<file path="config.mk">
export PLATFORM = sky130hd
export DESIGN_NAME = clk_div_cfg_flat
export DESIGN_NICKNAME = d
export VERILOG_FILES = /design/src/rtl/clk_div_cfg_if.sv /design/src/rtl/clk_div_cfg.sv /design/src/flat_wrapper.sv
export SDC_FILE = /design/constraint.sdc
export NUM_CORES = 1
export LEC_CHECK = 0
export ABC_AREA = 1
export CORE_MARGIN = 5
export CORE_UTILIZATION = 52
export DETAILED_ROUTE_END_ITERATION = 6
export GPL_TIMING_DRIVEN = 0
export PLACE_DENSITY = 0.74
export SLEW_MARGIN = 5
export SYNTH_ARGS = -nofsm -noshare
export SYNTH_HDL_FRONTEND = slang
export SYNTH_SLANG_ARGS = --single-unit
</file>
<file path="constraint.sdc">
create_clock -name i_clk_ref -period 2.39 [get_ports i_clk_ref]
set_clock_uncertainty 0.2 [all_clocks]
set_input_delay 0.478 -clock i_clk_ref [delete_from_list [all_inputs] [get_ports i_clk_ref]]
set_output_delay 0.478 -clock i_clk_ref [all_outputs]
set_load 0.005 [all_outputs]
</file>
<file path="src/rtl/clk_div_cfg_if.sv">
// Ratio request channel between the control path and the divider config front-end.
// The control path drives valid/ratio; the front-end answers with ready.
interface clk_div_cfg_if #(
    parameter int WIDTH = 4
);
    logic             i_cfg_valid;
    logic [WIDTH-1:0] i_cfg_ratio;
    logic             o_cfg_ready;

    modport master (output i_cfg_valid, output i_cfg_ratio, input  o_cfg_ready);
    modport slave  (input  i_cfg_valid, input  i_cfg_ratio, output o_cfg_ready);
endinterface

</file>
<file path="src/rtl/clk_div_cfg.sv">
// Divider configuration front-end: owns the divide ratio and enable, and defers
// ratio changes while running to the divided clock's falling edge (or a timeout).
//
// state | meaning
// IDLE  | divider stopped, accepted ratios load straight into o_div_ratio
// RUN   | divider running, ratio frozen, an accepted ratio moves to PEND
// PEND  | ratio waiting for a falling edge of i_div_clk, timeout or disable
module clk_div_cfg #(
    parameter int WIDTH         = 4,
    parameter int DEFAULT_RATIO = 8
) (
    input  logic             i_clk_ref,
    input  logic             i_rst,
    input  logic             i_enable,
    clk_div_cfg_if.slave     cfg,
    input  logic             i_div_clk,
    output logic [WIDTH-1:0] o_div_ratio,
    output logic             o_clk_en,
    output logic             o_busy,
    output logic             o_cfg_err,
    output logic             o_force
);
    localparam int               CNT_W     = WIDTH + 1;
    localparam logic [CNT_W-1:0] CNT_MAX   = '1;
    localparam logic [WIDTH-1:0] RATIO_RST = WIDTH'(DEFAULT_RATIO);

    typedef enum logic [1:0] {IDLE, RUN, PEND} state_t;

    state_t           state;
    logic             div_q;
    logic [CNT_W-1:0] cnt;
    logic [WIDTH-1:0] pend_ratio;
    logic             xfer;
    logic             ratio_ok;
    logic             fall;

    assign xfer     = cfg.i_cfg_valid && cfg.o_cfg_ready;
    assign ratio_ok = (cfg.i_cfg_ratio[WIDTH-1:1] != '0);
    assign fall     = div_q && !i_div_clk;

    always_ff @(posedge i_clk_ref or posedge i_rst) begin
        if (i_rst) begin
            state           <= IDLE;
            div_q           <= 1'b0;
            cnt             <= '0;
            pend_ratio      <= RATIO_RST;
            o_div_ratio     <= RATIO_RST;
            o_clk_en        <= 1'b0;
            cfg.o_cfg_ready <= 1'b1;
            o_busy          <= 1'b0;
            o_cfg_err       <= 1'b0;
            o_force         <= 1'b0;
        end else begin
            div_q     <= i_div_clk;
            o_cfg_err <= xfer && !ratio_ok;
            o_force   <= 1'b0;
            case (state)
                IDLE: begin
                    if (xfer && ratio_ok) o_div_ratio <= cfg.i_cfg_ratio;
                    if (i_enable) begin
                        state    <= RUN;
                        o_clk_en <= 1'b1;
                    end
                end
                RUN: begin
                    if (!i_enable) begin
                        // divider is stopping, so a same-cycle ratio is safe to apply now
                        if (xfer && ratio_ok) o_div_ratio <= cfg.i_cfg_ratio;
                        state    <= IDLE;
                        o_clk_en <= 1'b0;
                    end else if (xfer && ratio_ok) begin
                        pend_ratio      <= cfg.i_cfg_ratio;
                        cnt             <= '0;
                        state           <= PEND;
                        cfg.o_cfg_ready <= 1'b0;
                        o_busy          <= 1'b1;
                    end
                end
                PEND: begin
                    if (!i_enable || fall || cnt == CNT_MAX) begin
                        o_div_ratio     <= pend_ratio;
                        cnt             <= '0;
                        cfg.o_cfg_ready <= 1'b1;
                        o_busy          <= 1'b0;
                        if (!i_enable) begin
                            state    <= IDLE;
                            o_clk_en <= 1'b0;
                        end else begin
                            state   <= RUN;
                            o_force <= !fall;
                        end
                    end else begin
                        cnt <= cnt + 1'b1;
                    end
                end
                default: state <= IDLE;
            endcase
        end
    end
endmodule
</file>
<file path="src/flat_wrapper.sv">
// flat-port wrapper written by rule: the top's interface ports become plain ports
module clk_div_cfg_flat 
#(
    parameter int WIDTH         = 4,
    parameter int DEFAULT_RATIO = 8
)
  (i_clk_ref, i_rst, i_enable, i_div_clk, o_div_ratio, o_clk_en, o_busy, o_cfg_err, o_force, cfg_i_cfg_valid, cfg_i_cfg_ratio, cfg_o_cfg_ready);
  clk_div_cfg_if #(.WIDTH(WIDTH)) cfg_i ();
  input  logic i_clk_ref;
  input  logic i_rst;
  input  logic i_enable;
  input  logic i_div_clk;
  output logic [WIDTH-1:0] o_div_ratio;
  output logic o_clk_en;
  output logic o_busy;
  output logic o_cfg_err;
  output logic o_force;
  input wire logic [$bits(cfg_i.i_cfg_valid)-1:0] cfg_i_cfg_valid;
  input wire logic [$bits(cfg_i.i_cfg_ratio)-1:0] cfg_i_cfg_ratio;
  output wire logic [$bits(cfg_i.o_cfg_ready)-1:0] cfg_o_cfg_ready;
  assign cfg_i.i_cfg_valid = cfg_i_cfg_valid;
  assign cfg_i.i_cfg_ratio = cfg_i_cfg_ratio;
  assign cfg_o_cfg_ready = cfg_i.o_cfg_ready;
  clk_div_cfg #(.WIDTH(WIDTH), .DEFAULT_RATIO(DEFAULT_RATIO)) u_core (.i_clk_ref(i_clk_ref), .i_rst(i_rst), .i_enable(i_enable), .cfg(cfg_i), .i_div_clk(i_div_clk), .o_div_ratio(o_div_ratio), .o_clk_en(o_clk_en), .o_busy(o_busy), .o_cfg_err(o_cfg_err), .o_force(o_force));
endmodule
</file>
Word-level counts from Yosys, hierarchy flattened
Index checks and enable logic that the tools add are counted.
{"block": "word_totals", "reg_bits": 21, "out_inout_bits": 9}
{"block": "classes", "addsub": 1, "eq_ne": 9, "n_mux": 29, "n_reduce_logical": 20}
{"op": "$mux W5", "count": 3}
{"op": "$reduce_and A3 Y1", "count": 5}
{"op": "$mux W1", "count": 13}
{"op": "$mux W4", "count": 3}
{"op": "$pmux W4 S3", "count": 1}
{"op": "$pmux W5 S2", "count": 1}
{"op": "$mux W2", "count": 4}
{"op": "$ne A2 B2 Y1 const B", "count": 3}
{"op": "$pmux W2 S3", "count": 1}
{"op": "$reduce_bool A3 Y1", "count": 2}
{"op": "$add A5 B1 Y5 const B", "count": 1}
{"op": "$eq A5 B5 Y1 const B", "count": 1}
{"op": "$logic_and A1 B1 Y1", "count": 4}
{"op": "$logic_not A1 Y1", "count": 4}
{"op": "$ne A2 B1 Y1 const B", "count": 2}
{"op": "$pmux W1 S2", "count": 2}
{"op": "$reduce_and A4 Y1", "count": 1}
{"op": "$ne A3 B2 Y1 const B", "count": 1}
{"op": "$pmux W1 S3", "count": 1}
{"op": "$eq A2 B1 Y1 const B", "count": 1}
{"op": "$eq A2 B2 Y1 const B", "count": 1}
{"op": "$logic_not A2 Y1", "count": 1}
{"op": "$logic_or A1 B1 Y1", "count": 2}
{"op": "$reduce_bool A2 Y1", "count": 1}

Logic depth before layout (Yosys ltp)
{"block": "logic_depth", "depth_word": 6, "depth_mapped": 10, "depth_no_buf": 10}

Least setup slack after synthesis
No wires, ideal clock.
{"block": "synth_path", "path_type": "register to register", "startpoint": "register u_core.cnt[0]", "endpoint": "register u_core.o_div_ratio[0]", "setup_ns": 0.117, "t_arrival_ns": 1.420, "t_required_ns": 2.073, "path_slack_ns": 0.654, "path_stages_with_launch": 11, "path_buffers": 0, "path_cell_list": "dfrtp_1 > ha_1 > nand2_1 > nor2_1 > ha_1 > inv_1 > nand2_1 > nor2_1 > nor2_2 > nand3_1 > nand2_1"}
{"block": "synth_via", "elab_chain_len": 4}
{"item": "from (decl)", "line": "clk_div_cfg.sv:31", "source": "logic [CNT_W-1:0] cnt;"}
{"item": "from (signal assigned)", "line": "clk_div_cfg.sv:93", "source": "cnt <= cnt + 1'b1;"}
{"item": "$eq A5 B5 Y1", "line": "clk_div_cfg.sv:80", "source": "if (!i_enable || fall || cnt == CNT_MAX) begin"}
{"item": "$logic_or A1 B1 Y1", "line": "clk_div_cfg.sv:80"}
{"item": "$ne A2 B1 Y1 (no source line)"}
{"item": "$reduce_and A3 Y1 (no source line)"}
{"item": "to (signal assigned)", "line": "clk_div_cfg.sv:59", "source": "if (xfer && ratio_ok) o_div_ratio <= cfg.i_cfg_ratio;"}
{"item": "to (signal assigned)", "line": "clk_div_cfg.sv:68", "source": "if (xfer && ratio_ok) o_div_ratio <= cfg.i_cfg_ratio;"}
{"item": "to (signal assigned)", "line": "clk_div_cfg.sv:81", "source": "o_div_ratio <= pend_ratio;"}
{"item": "to (decl)", "line": "clk_div_cfg.sv:17", "source": "output logic [WIDTH-1:0] o_div_ratio,"}
Every way passes these cells.
A chain may end at the register's enable or synchronous reset.

Worst setup path in the final report
{"block": "layout_path", "startpoint": "register u_core.cfg.o_cfg_ready", "endpoint": "output port cfg_o_cfg_ready"}
{"item": "from (decl)", "line": "clk_div_cfg_if.sv:11", "source": "modport slave (input i_cfg_valid, input i_cfg_ratio, output o_cfg_ready);"}
{"item": "from (signal assigned)", "line": "clk_div_cfg.sv:49", "source": "cfg.o_cfg_ready <= 1'b1;"}
{"item": "from (signal assigned)", "line": "clk_div_cfg.sv:75", "source": "cfg.o_cfg_ready <= 1'b0;"}
{"item": "from (signal assigned)", "line": "clk_div_cfg.sv:83", "source": "cfg.o_cfg_ready <= 1'b1;"}
{"item": "to (decl)", "line": "flat_wrapper.sv:20", "source": "output wire logic [$bits(cfg_i.o_cfg_ready)-1:0] cfg_o_cfg_ready;"}
No word-level cell between the ends.

==> reports/qor.yml <==
cts_resized: 0
min_path_cells: 2
gr-usage-met1: 0.203
row_count: 17
outcome: "complete, no violations"
cp_cell_sequence: "clkdlybuf4s50_1"
holdBufCountCts: 0
synth_fp_nets: 166
n_antenna_cell: 0
wirelength_um: 2200
netlist_area_um2: 1150
dp_cells: 196
busiest_layer: "met2"
routed_via_density: 4.88
hold_violations: 0
met3_usage: 0.0204
dieArea_um2: 3260
worstSkewPairLatency_ns: 0.30
fmax_mhz: 493
pre_cts_slack_ns: 0.369
use_met2: 0.256
synth.avg_cell_area_um2: 7.64
grt_usage: 0.151
drc_errors: 0
cp.depth: 1
finalSetupTns_ns: 0
min_from: "u_core.o_div_ratio[3]"
cp_max_fo: 3
setup_slack_ns: 0.360
clock_path_buffers: 2
detail-route-antenna-nets: 0
rr_endpoint: "u_core.o_div_ratio[2]"
drv_cap: 0
cp-start-kind: "register"
ys_types: 19
vias: 976
gp_congestion: 0.779
setup_viol: 0
cts_buffers: 3
critPathBufInv: 1
regToRegStartpoint: "u_core.cnt[0]"
die_h_um: 57.1
hp-class: "reg -> reg"
start_util: 0.532
clk_pin_slew_ns: 0.11
irDropWorstVdd_mv: 0.554
wire_per_inst_um: 11.0
fill_cells: 192
final_net_count: 188
criticalPathCategory: "reg -> out"
core_um2: 2170
crit_arrival_ns: 1.35
leakage_nw: 0.734
grt_max_degree: 22
hpwlAfterDp_um: 1740
layout.cells.non_filler: 200
h-tree-depth: 1
cp-end-kind: "output port"
cpMaxStageDelayCell: "dfstp_2"
antenna_found_initial: 0
grt_pass1_vias: 928
fin_crit_sh: 0.849
synth_seq_cells: 21
cts-root-buf: "clkbuf_4"
synth.yosys.warnings: 0
synthCells: 151
cts_tree: "yes"
rsz0062_at_grt: "false"
critPathTopFamily: "flip-flops"
slew_headroom: 0.476
max_stage_delay_ns: 0.56
drv_slew: 0
placedInstanceArea_um2: 1360
io_buffers: 17
grt_first_pass_wirelength_um: 4020
drtIter0Drc: 25
hold_path_end: "u_core.o_div_ratio[3]"
required_ns: 1.71
fin_crit_ns: 2.03
die_x_um: 57.1
post_cts_buffers: 0
areaGrowthSynthToFinish_pct: 20.1
r2r_slack_ns: 0.42
io_pins: 18
setup.worst_path.start: "u_core.cfg.o_cfg_ready"
rr_worst_depth: 10
final_cell_area_um2: 1390
drt_pass1_iterations: 4
tightest_slew_ns: 0.786
cts.sinks: 21
seq_area_frac_synth: 0.459
finalPower_uw: 832
power_per_cell_area_nw_per_um2: 601
drive_above_1_share: 0.0930
grt_overflow: 0
[cell usage after synthesis, drive strengths merged]
cell type	number	area share
nand2	59	0.20
inv	23	0.075
dfrtp	18	0.39
nand3	15	0.085
nor2	10	0.035
o21ai	9	0.039
ha	6	0.065
nand4	4	0.022
dfstp	3	0.068
a21oi	2	0.0087
nor3	1	0.0043
or2	1	0.0076
[where the power goes]
| part | internal [mW] | switching (mW) |
|---|---|---|
| registers | 0.382 | 0.0190 |
| clock network | 0.0650 | 0.103 |
| logic | 0.111 | 0.152 |
| total | 0.557 | 0.274 |
[per-layer routing]
layer  vias up  wire length [µm]
met5         -                 0
met4         0                17
met3         2                55
met2        14              1070
met1       447              1060
li1        513                 -
[through the flow]
step | util | hold WS (ns)
6_report | 0.638 | 0.270
5_1_grt | 0.638 | 0.287
4_1_cts | 0.638 | 0.274
3_5_place_dp | 0.626 | 0.257
3_3_place_gp | 0.626 | 0.255
2_1_floorplan | - | 0.252
[kinds of logic after synthesis]
group / count (synthesis) / synth area share
AO/OA/AOI/OAI: 11 / 0.0477
flip-flops: 21 / 0.459
AND/OR/NAND/NOR: 90 / 0.354
adder cells (fa/ha/maj): 6 / 0.0651
buffers and inverters: 23 / 0.0748
[sequential cells by signal (all words and copies together), names as in the netlist]
signal	cells
u_core.cfg.o_cfg_ready	1
u_core.cnt	5
u_core.div_q	1
u_core.o_busy	1
u_core.o_cfg_err	1
u_core.o_clk_en	1
u_core.o_div_ratio	4
u_core.o_force	1
u_core.pend_ratio	4
u_core.state	2
[placed cells by master (no fill, tap or decap), types with 2 or more instances in the layout]
| cell | count |
|---|---|
| dfrtp_1 | 18 |
| nand4_1 | 4 |
| o21ai_0 | 8 |
| nand3_1 | 12 |
| inv_2 | 3 |
| nor2_1 | 9 |
| clkdlybuf4s50_1 | 17 |
| ha_1 | 6 |
| nand3_2 | 2 |
| inv_1 | 20 |
| a21oi_1 | 2 |
| nand2_1 | 57 |
| clkbuf_4 | 3 |
| dfstp_2 | 3 |
[worst max path at each step]
stage                                 end  slack, ns
floorplan           u_core.o_div_ratio[0]       0.65
global placement    u_core.o_div_ratio[0]       0.41
detailed placement  u_core.o_div_ratio[2]       0.37
CTS                       cfg_o_cfg_ready       0.35
global route        u_core.o_div_ratio[0]       0.25
finish                    cfg_o_cfg_ready       0.36
[layout make-up]
cell class / instances / area [µm²] / area share
multi-input cells: 107 / 538 / 0.388
well taps: 28 / 35.0 / 0.0253
flip-flops and latches: 21 / 529 / 0.382
repair buffers: 17 / 170 / 0.123
clock buffers: 4 / 26.3 / 0.0190
inverters: 23 / 86.3 / 0.0623
Note: power is estimated with default switching activity, not from simulation.
